===== src/rtl/l1_conv_pkg.sv =====
// Shared definitions for the layer-1 convolution output path.
//   WIN_NUM / LINE_NUM : conv windows per line, lines per frame (both even)
//   OUT_W              : output word width
//   Q_SAT              : largest value a requantised output word may take
//   state_t            : output controller frame state
package l1_conv_pkg;

    localparam int WIN_NUM  = 24;
    localparam int LINE_NUM = 50;
    localparam int OUT_W    = 8;
    localparam int ACC_W    = 20;
    localparam int SHIFT    = 6;
    localparam int PIPE_LAT = 2;

    // Largest positive value of a signed OUT_W container.
    localparam logic [OUT_W-1:0] Q_SAT = {1'b0, {(OUT_W-1){1'b1}}};

    typedef enum logic [1:0] {
        ST_IDLE = 2'd0,
        ST_RUN  = 2'd1,
        ST_DONE = 2'd2
    } state_t;

endpackage


===== src/rtl/l1_relu_quant.sv =====
// Combinational ReLU + arithmetic right shift + saturation.
//   r_i : signed MAC result (ACC_W bits)
//   q_o : non-negative requantised value in an OUT_W container,
//         0 for negative inputs, clamped to 2^(OUT_W-1)-1.
module l1_relu_quant #(
    parameter int ACC_W = 20,
    parameter int OUT_W = 8,
    parameter int SHIFT = 6
) (
    input  logic signed [ACC_W-1:0] r_i,
    output logic        [OUT_W-1:0] q_o
);

    localparam logic signed [ACC_W-1:0] SAT_W = ACC_W'(2**(OUT_W-1) - 1);

    logic signed [ACC_W-1:0] shifted;

    always_comb begin
        shifted = r_i >>> SHIFT;
        q_o     = '0;
        if (r_i[ACC_W-1]) begin
            q_o = '0;
        end else if (shifted > SAT_W) begin
            q_o = SAT_W[OUT_W-1:0];
        end else begin
            q_o = shifted[OUT_W-1:0];
        end
    end

endmodule


===== src/rtl/l1_conv_out_ctrl.sv =====
// Layer-1 convolution output stage: ReLU, requantisation, 2x2 max-pooling
// and sequential write of pooled words into the layer-1 output RAM.
//   clk, rstn     : clock, asynchronous active-low reset
//   vbit_i        : work-active from the input controller
//   ConvWinCnt_i  : window index of the sample presented this cycle
//   ConvResult_i  : MAC result, valid PIPE_LAT cycles after its index
//   OutRamWe_o    : output RAM write strobe
//   OutRamAddr_o  : output RAM address (0 .. pooled words - 1)
//   OutRamData_o  : pooled result
//   Done_o        : one-cycle pulse the cycle after the final write
//   Busy_o        : frame in progress
module l1_conv_out_ctrl
    import l1_conv_pkg::*;
#(
    parameter int ACC_W    = l1_conv_pkg::ACC_W,
    parameter int OUT_W    = l1_conv_pkg::OUT_W,
    parameter int SHIFT    = l1_conv_pkg::SHIFT,
    parameter int PIPE_LAT = l1_conv_pkg::PIPE_LAT,
    parameter int WIN_NUM  = l1_conv_pkg::WIN_NUM,
    parameter int LINE_NUM = l1_conv_pkg::LINE_NUM
) (
    input  logic                    clk,
    input  logic                    rstn,
    input  logic                    vbit_i,
    input  logic [4:0]              ConvWinCnt_i,
    input  logic signed [ACC_W-1:0] ConvResult_i,
    output logic                    OutRamWe_o,
    output logic [8:0]              OutRamAddr_o,
    output logic [OUT_W-1:0]        OutRamData_o,
    output logic                    Done_o,
    output logic                    Busy_o
);

    localparam int HALF_WIN = WIN_NUM / 2;
    localparam int N_OUT    = (LINE_NUM / 2) * HALF_WIN;
    localparam int LINE_W   = $clog2(LINE_NUM);

    localparam logic [4:0]        COL_LAST  = 5'(WIN_NUM - 1);
    localparam logic [LINE_W-1:0] LINE_LAST = LINE_W'(LINE_NUM - 1);
    localparam logic [8:0]        ADDR_LAST = 9'(N_OUT - 1);

    // ------------------------------------------------------------------
    // Delay line: aligns valid bit and window index with the MAC result.
    // ------------------------------------------------------------------
    logic       vld_sr [PIPE_LAT];
    logic [4:0] col_sr [PIPE_LAT];

    genvar gi;
    generate
        for (gi = 0; gi < PIPE_LAT; gi++) begin : g_dly
            if (gi == 0) begin : g_head
                always_ff @(posedge clk or negedge rstn) begin
                    if (!rstn) begin
                        vld_sr[gi] <= 1'b0;
                        col_sr[gi] <= '0;
                    end else begin
                        vld_sr[gi] <= vbit_i;
                        col_sr[gi] <= ConvWinCnt_i;
                    end
                end
            end else begin : g_tail
                always_ff @(posedge clk or negedge rstn) begin
                    if (!rstn) begin
                        vld_sr[gi] <= 1'b0;
                        col_sr[gi] <= '0;
                    end else begin
                        vld_sr[gi] <= vld_sr[gi-1];
                        col_sr[gi] <= col_sr[gi-1];
                    end
                end
            end
        end
    endgenerate

    logic       vld_d;
    logic [4:0] col_d;
    logic [3:0] col_idx;

    assign vld_d   = vld_sr[PIPE_LAT-1];
    assign col_d   = col_sr[PIPE_LAT-1];
    assign col_idx = col_d[4:1];

    // ------------------------------------------------------------------
    // Quantise and pool
    // ------------------------------------------------------------------
    logic [OUT_W-1:0] q;

    l1_relu_quant #(
        .ACC_W (ACC_W),
        .OUT_W (OUT_W),
        .SHIFT (SHIFT)
    ) u_relu_quant (
        .r_i (ConvResult_i),
        .q_o (q)
    );

    state_t            state_reg, state_next;
    logic [LINE_W-1:0] line_cnt_reg;
    logic [OUT_W-1:0]  hreg_reg;
    logic [8:0]        wr_addr_reg;
    logic [OUT_W-1:0]  linebuf [HALF_WIN];

    logic [OUT_W-1:0] h_max;
    logic [OUT_W-1:0] lb_rd;
    logic [OUT_W-1:0] p_max;
    logic             issue_wr;
    logic             lb_wr;
    logic             final_wr;
    logic             start_frame;
    logic             abort;

    always_comb begin
        h_max    = (hreg_reg > q) ? hreg_reg : q;
        lb_rd    = linebuf[col_idx];
        p_max    = (lb_rd > h_max) ? lb_rd : h_max;
        // Odd column closes a horizontal pair; line parity picks whether
        // the pair is parked in the line buffer or combined with it.
        issue_wr = vld_d & col_d[0] & line_cnt_reg[0];
        lb_wr    = vld_d & col_d[0] & ~line_cnt_reg[0];
        final_wr = OutRamWe_o && (OutRamAddr_o == ADDR_LAST);
    end

    // ------------------------------------------------------------------
    // Frame FSM
    // ------------------------------------------------------------------
    always_comb begin
        state_next  = state_reg;
        start_frame = 1'b0;
        abort       = 1'b0;
        case (state_reg)
            ST_IDLE: begin
                if (vld_d && (line_cnt_reg == '0)) begin
                    state_next  = ST_RUN;
                    start_frame = 1'b1;
                end
            end
            ST_RUN: begin
                // Completion wins over abort: the last write lands while the
                // upstream valid is already low after the frame.
                if (final_wr) begin
                    state_next = ST_DONE;
                end else if (!vld_d && ((line_cnt_reg != '0) || (col_d != '0))) begin
                    state_next = ST_IDLE;
                    abort      = 1'b1;
                end
            end
            ST_DONE: begin
                if (vld_d && (line_cnt_reg == '0)) begin
                    state_next  = ST_RUN;
                    start_frame = 1'b1;
                end else begin
                    state_next = ST_IDLE;
                end
            end
            default: state_next = ST_IDLE;
        endcase
    end

    assign Done_o = (state_reg == ST_DONE);
    assign Busy_o = (state_reg != ST_IDLE);

    // ------------------------------------------------------------------
    // State, counters and output register
    // ------------------------------------------------------------------
    always_ff @(posedge clk or negedge rstn) begin
        if (!rstn) begin
            state_reg    <= ST_IDLE;
            line_cnt_reg <= '0;
            hreg_reg     <= '0;
            wr_addr_reg  <= '0;
            OutRamWe_o   <= 1'b0;
            OutRamAddr_o <= '0;
            OutRamData_o <= '0;
        end else begin
            state_reg  <= state_next;
            OutRamWe_o <= issue_wr;

            if (abort) begin
                line_cnt_reg <= '0;
                hreg_reg     <= '0;
            end else if (vld_d) begin
                if (!col_d[0]) begin
                    hreg_reg <= q;
                end
                if (col_d == COL_LAST) begin
                    line_cnt_reg <= (line_cnt_reg == LINE_LAST) ? '0 : line_cnt_reg + 1'b1;
                end
            end

            // A frame start is always on an even line, so it never
            // coincides with a write.
            if (start_frame) begin
                wr_addr_reg <= '0;
            end else if (issue_wr) begin
                OutRamAddr_o <= wr_addr_reg;
                OutRamData_o <= p_max;
                wr_addr_reg  <= (wr_addr_reg == ADDR_LAST) ? '0 : wr_addr_reg + 1'b1;
            end
        end
    end

    // Line buffer holds even-line horizontal maxima; always written before
    // it is read within a frame, so it needs no reset.
    always_ff @(posedge clk) begin
        if (lb_wr) begin
            linebuf[col_idx] <= h_max;
        end
    end

endmodule


===== config.mk =====
export PLATFORM = sky130hd
export DESIGN_NAME = l1_conv_out_ctrl
export DESIGN_NICKNAME = d
export VERILOG_FILES = /design/src/rtl/l1_conv_pkg.sv /design/src/rtl/l1_relu_quant.sv /design/src/rtl/l1_conv_out_ctrl.sv
export SDC_FILE = /design/constraint.sdc
export NUM_CORES = 1
export LEC_CHECK = 0
export ABC_AREA = 1
export BUFFER_PORTS_ARGS = -buffer_cell sky130_fd_sc_hd__buf_2
export CAP_MARGIN = 5
export CORE_MARGIN = 2
export CORE_UTILIZATION = 25
export CTS_CLUSTER_SIZE = 40
export DETAILED_ROUTE_END_ITERATION = 10
export PLACE_DENSITY = 0.45
export SYNTH_ARGS = -nofsm -noshare
export SYNTH_HDL_FRONTEND = slang
export SYNTH_HIERARCHICAL = 1
export SYNTH_SLANG_ARGS = --single-unit
export TNS_END_PERCENT = 20

===== constraint.sdc =====
create_clock -name clk -period 3.6 [get_ports clk]
set_clock_uncertainty 0.2 [all_clocks]
set_input_delay 0.18 -clock clk [delete_from_list [all_inputs] [get_ports clk]]
set_output_delay 0.18 -clock clk [all_outputs]
set_load 0.02 [all_outputs]

==> results.ini <==
[pwr]
clkPwrFrac_pct=39.5
ir_worst_vdd_mv=0.307
pwr-share-seq_pct=45.1
sw_frac_of_total_pct=27.0
intPower_w=0.00325
combPwrFrac_pct=15.4
cellPowerDensity_mw_per_mm2=511
leakage_nw=3.83
p_switching_w=0.00120
finalPower_w=0.00445

[routing]
antenna_left=0
drc=0
drt_iter0_drc=221
drtPass1Iterations=4
vias=5068
wl_per_cell_um=13.8
viasPerCell=4.09
routed_wirelength_mm=17.1

[yosys]
ys_seq_elements=151
syn-cell-area_mm2=0.00725
syn_inst=765
synth_top_area_share_pct=39.8
yosysSeqAreaShare_pct=58.8
synthTopCellsByArea=edfxtp_1, dfrtp_1, nand2_1
synth_top_cell_by_area=edfxtp_1
synth_cell_types=35
syn_avg_cell_area_um2=9.47
yosys_warnings=6
syn_nets=813

[place]
post-dp-hpwl_mm=11.3
portBuffers=41
finalWeightedCongestion=0.753

[worst_setup_path]
endpoint=OutRamData_o[0]$_DFFE_PN0P_
slowest_delay_ns=0.56
cp.arrival_ns=3.38
r2r_cells=19
worst-path-buf-inv=6
crit_fanout=10
rrSetupSlack_ns=0.60
r2r_start=hreg_reg[5]$_DFFE_PN0P_
end_kind=flip-flop
crit_start=ConvResult_i[19]
r2r_end=OutRamData_o[0]$_DFFE_PN0P_
criticalPathCategory=primary input to flip-flop
path_common_cell=nand2_1
start_kind=primary input
cp.depth=25
required_ns=3.70
critical_path.top_delay_family=simple AND/OR/NAND/NOR gates
cpMaxStageDelayCell=dlygate4sd3_1

[min_path]
hold_class=primary input to flip-flop

[global_routing]
antenna_found_initial=0
grt_first_pass_wirelength_mm=27.3
grt_start_max_net_pins=56
grt_usage_pct=11.6
grt_pass1_vias=4954
grt-ovfl-total=0

[sta]
finalHoldViolCount=0
setup-tns-final_ns=0
finalSetupViolCount=0
rsz0062_at_grt=false
min_period_ns=3.27
fin_crit_sh_pct=91.0
worstMarginPinSlew_ns=0.844
finalMaxSlewViolations=0
max_slew_margin_pct=43.5
max_freq_ghz=0.305

[final_layout]
insertedDiodeCount=0
layout-drive-gt1-share_pct=18.0
final_cell_mix=nand2_1, edfxtp_1, dfrtp_1
fill_cells=3007
largest_reg_flops=96
area_growth_pct=20.3
nets=889
final_common_cell=nand2_1

[clock_network]
cts_sinks=151
root_buffer=clkbuf_16
clock_latency_ns=0.42
h-tree-depth=4
cts_tree=yes
cts_buffer_depth=2
cts_buffers=17
cts.clk_slew.worst_paths_ns=0.06

[die]
rows=62
die_w_um=174
ios=48
core_mm2=0.0286
initial_core_util_pct=25.3
die_h_um=174
dieArea_mm2=0.0304

[run]
cap_violations=0

[outcome]
status=finished, final reports clean

==> synth_stat cells <==
library cell	number
nor2_4	2
conb_1	1
dfrtp_1	55
a21oi_1	4
edfxtp_1	96
buf_4	10
nor2_2	5
nand4_1	9
nand4_2	1
nand3_1	33
buf_2	2
o21ai_1	12
nand3_2	10
nor3_4	1
nor3_2	1
inv_6	2
a21oi_2	9
inv_1	47
ha_1	20
buf_6	11
nor3_1	7
a21o_1	2
o211ai_2	1
nor2_1	53
xor2_1	6
o22ai_1	7
nand2_1	339
xnor2_1	3
o21ai_0	2
nand2_2	3
nand2_4	2
nand3b_1	1
inv_2	6
o21ai_2	1
mux2_2	1
==> through the flow <==
| step | util [%] | worst slack [ns] | cells | cell area [um2] | hold slack, ns |
|---|---|---|---|---|---|
| 2_1_floorplan | - | 0.496 | 765 | 7250 | -0.316 |
| 3_3_place_gp | 27.6 | 0.125 | 1191 | 7910 | 0.0898 |
| 3_5_place_dp | 27.6 | 0.108 | 1191 | 7910 | 0.0893 |
| 4_1_cts | 30.0 | 0.103 | 1234 | 8600 | 0.00746 |
| 5_1_grt | 30.5 | 0.000765 | 1238 | 8720 | 0.0587 |
| 6_report | 30.5 | 0.326 | 1238 | 8720 | 0.0210 |
==> worst min path at each step <==
stage,from,endpoint,slack [ns],cells after the start
after CTS,ConvResult_i[6],hreg_reg[0]$_DFFE_PN0P_,0.007,5
after detailed placement,ConvWinCnt_i[3],col_sr[8]$_DFF_PN0_,0.09,1
after floorplan,rstn,OutRamAddr_o[0]$_DFFE_PN0P_,-0.32,0
after global routing,ConvResult_i[6],hreg_reg[0]$_DFFE_PN0P_,0.06,5
after global placement,ConvWinCnt_i[3],col_sr[8]$_DFF_PN0_,0.09,1
final,ConvResult_i[6],hreg_reg[0]$_DFFE_PN0P_,0.02,5
==> power by group through the flow <==
stage	sequential [W]	clock [W]	combinational (W)
floorplan	0.00209	0	0.000370
global placement	0.00205	0	0.000652
detailed placement	0.00205	0	0.000655
CTS	0.00201	0.00181	0.000669
global route	0.00202	0.00187	0.000779
finish	0.00201	0.00176	0.000685
==> layout make-up <==
class | instances | area, um2 | share of cell area (%)
sequential | 151 | 4260 | 48.9
multi-input combinational | 537 | 2650 | 30.4
timing repair buffer | 79 | 524 | 6.01
tap | 384 | 480 | 5.51
clock buffer | 21 | 460 | 5.28
inverter | 55 | 216 | 2.48
clock inverter | 11 | 125 | 1.44
==> repair_timing <==
| item | in CTS | in global routing |
|---|---|---|
| setup buffers | 0 | 3 |
| hold buffers | 11 | 0 |
| resized for setup | 0 | 23 |
| hold endpoints to repair | 65 | 0 |
| setup endpoints to repair | 0 | 8 |
==> cell families (layout without fill, tap and decap cells) <==
kind of cell | after synthesis | count (layout) | synth area share, %
buf+inv | 78 | 166 | 5.87
xor+xnor | 9 | 9 | 1.09
flops | 151 | 151 | 58.8
other cells | 1 | 1 | 0.0517
mux | 1 | 1 | 0.155
fa+ha+maj | 20 | 20 | 3.45
simple gates | 467 | 468 | 27.2
compound gates | 38 | 38 | 3.44
==> tightest hold or removal path, cell delays in order <==
cell and delay [ns]:
buf_2 0.10, nor2_1 0.10, nor2_1 0.09, nand2_1 0.09, a21oi_2 0.05
==> routing by layer <==
layer  track usage (%)  share of wire [%]  vias to the layer above
li1                  -                  -                     2631
met5                 0                  0                        -
met2              18.6                 47                       59
met3              2.47                2.2                       10
met4              3.08               0.83                        0
met1              15.9                 50                     2368
Note: power is estimated with default switching activity, not from simulation.
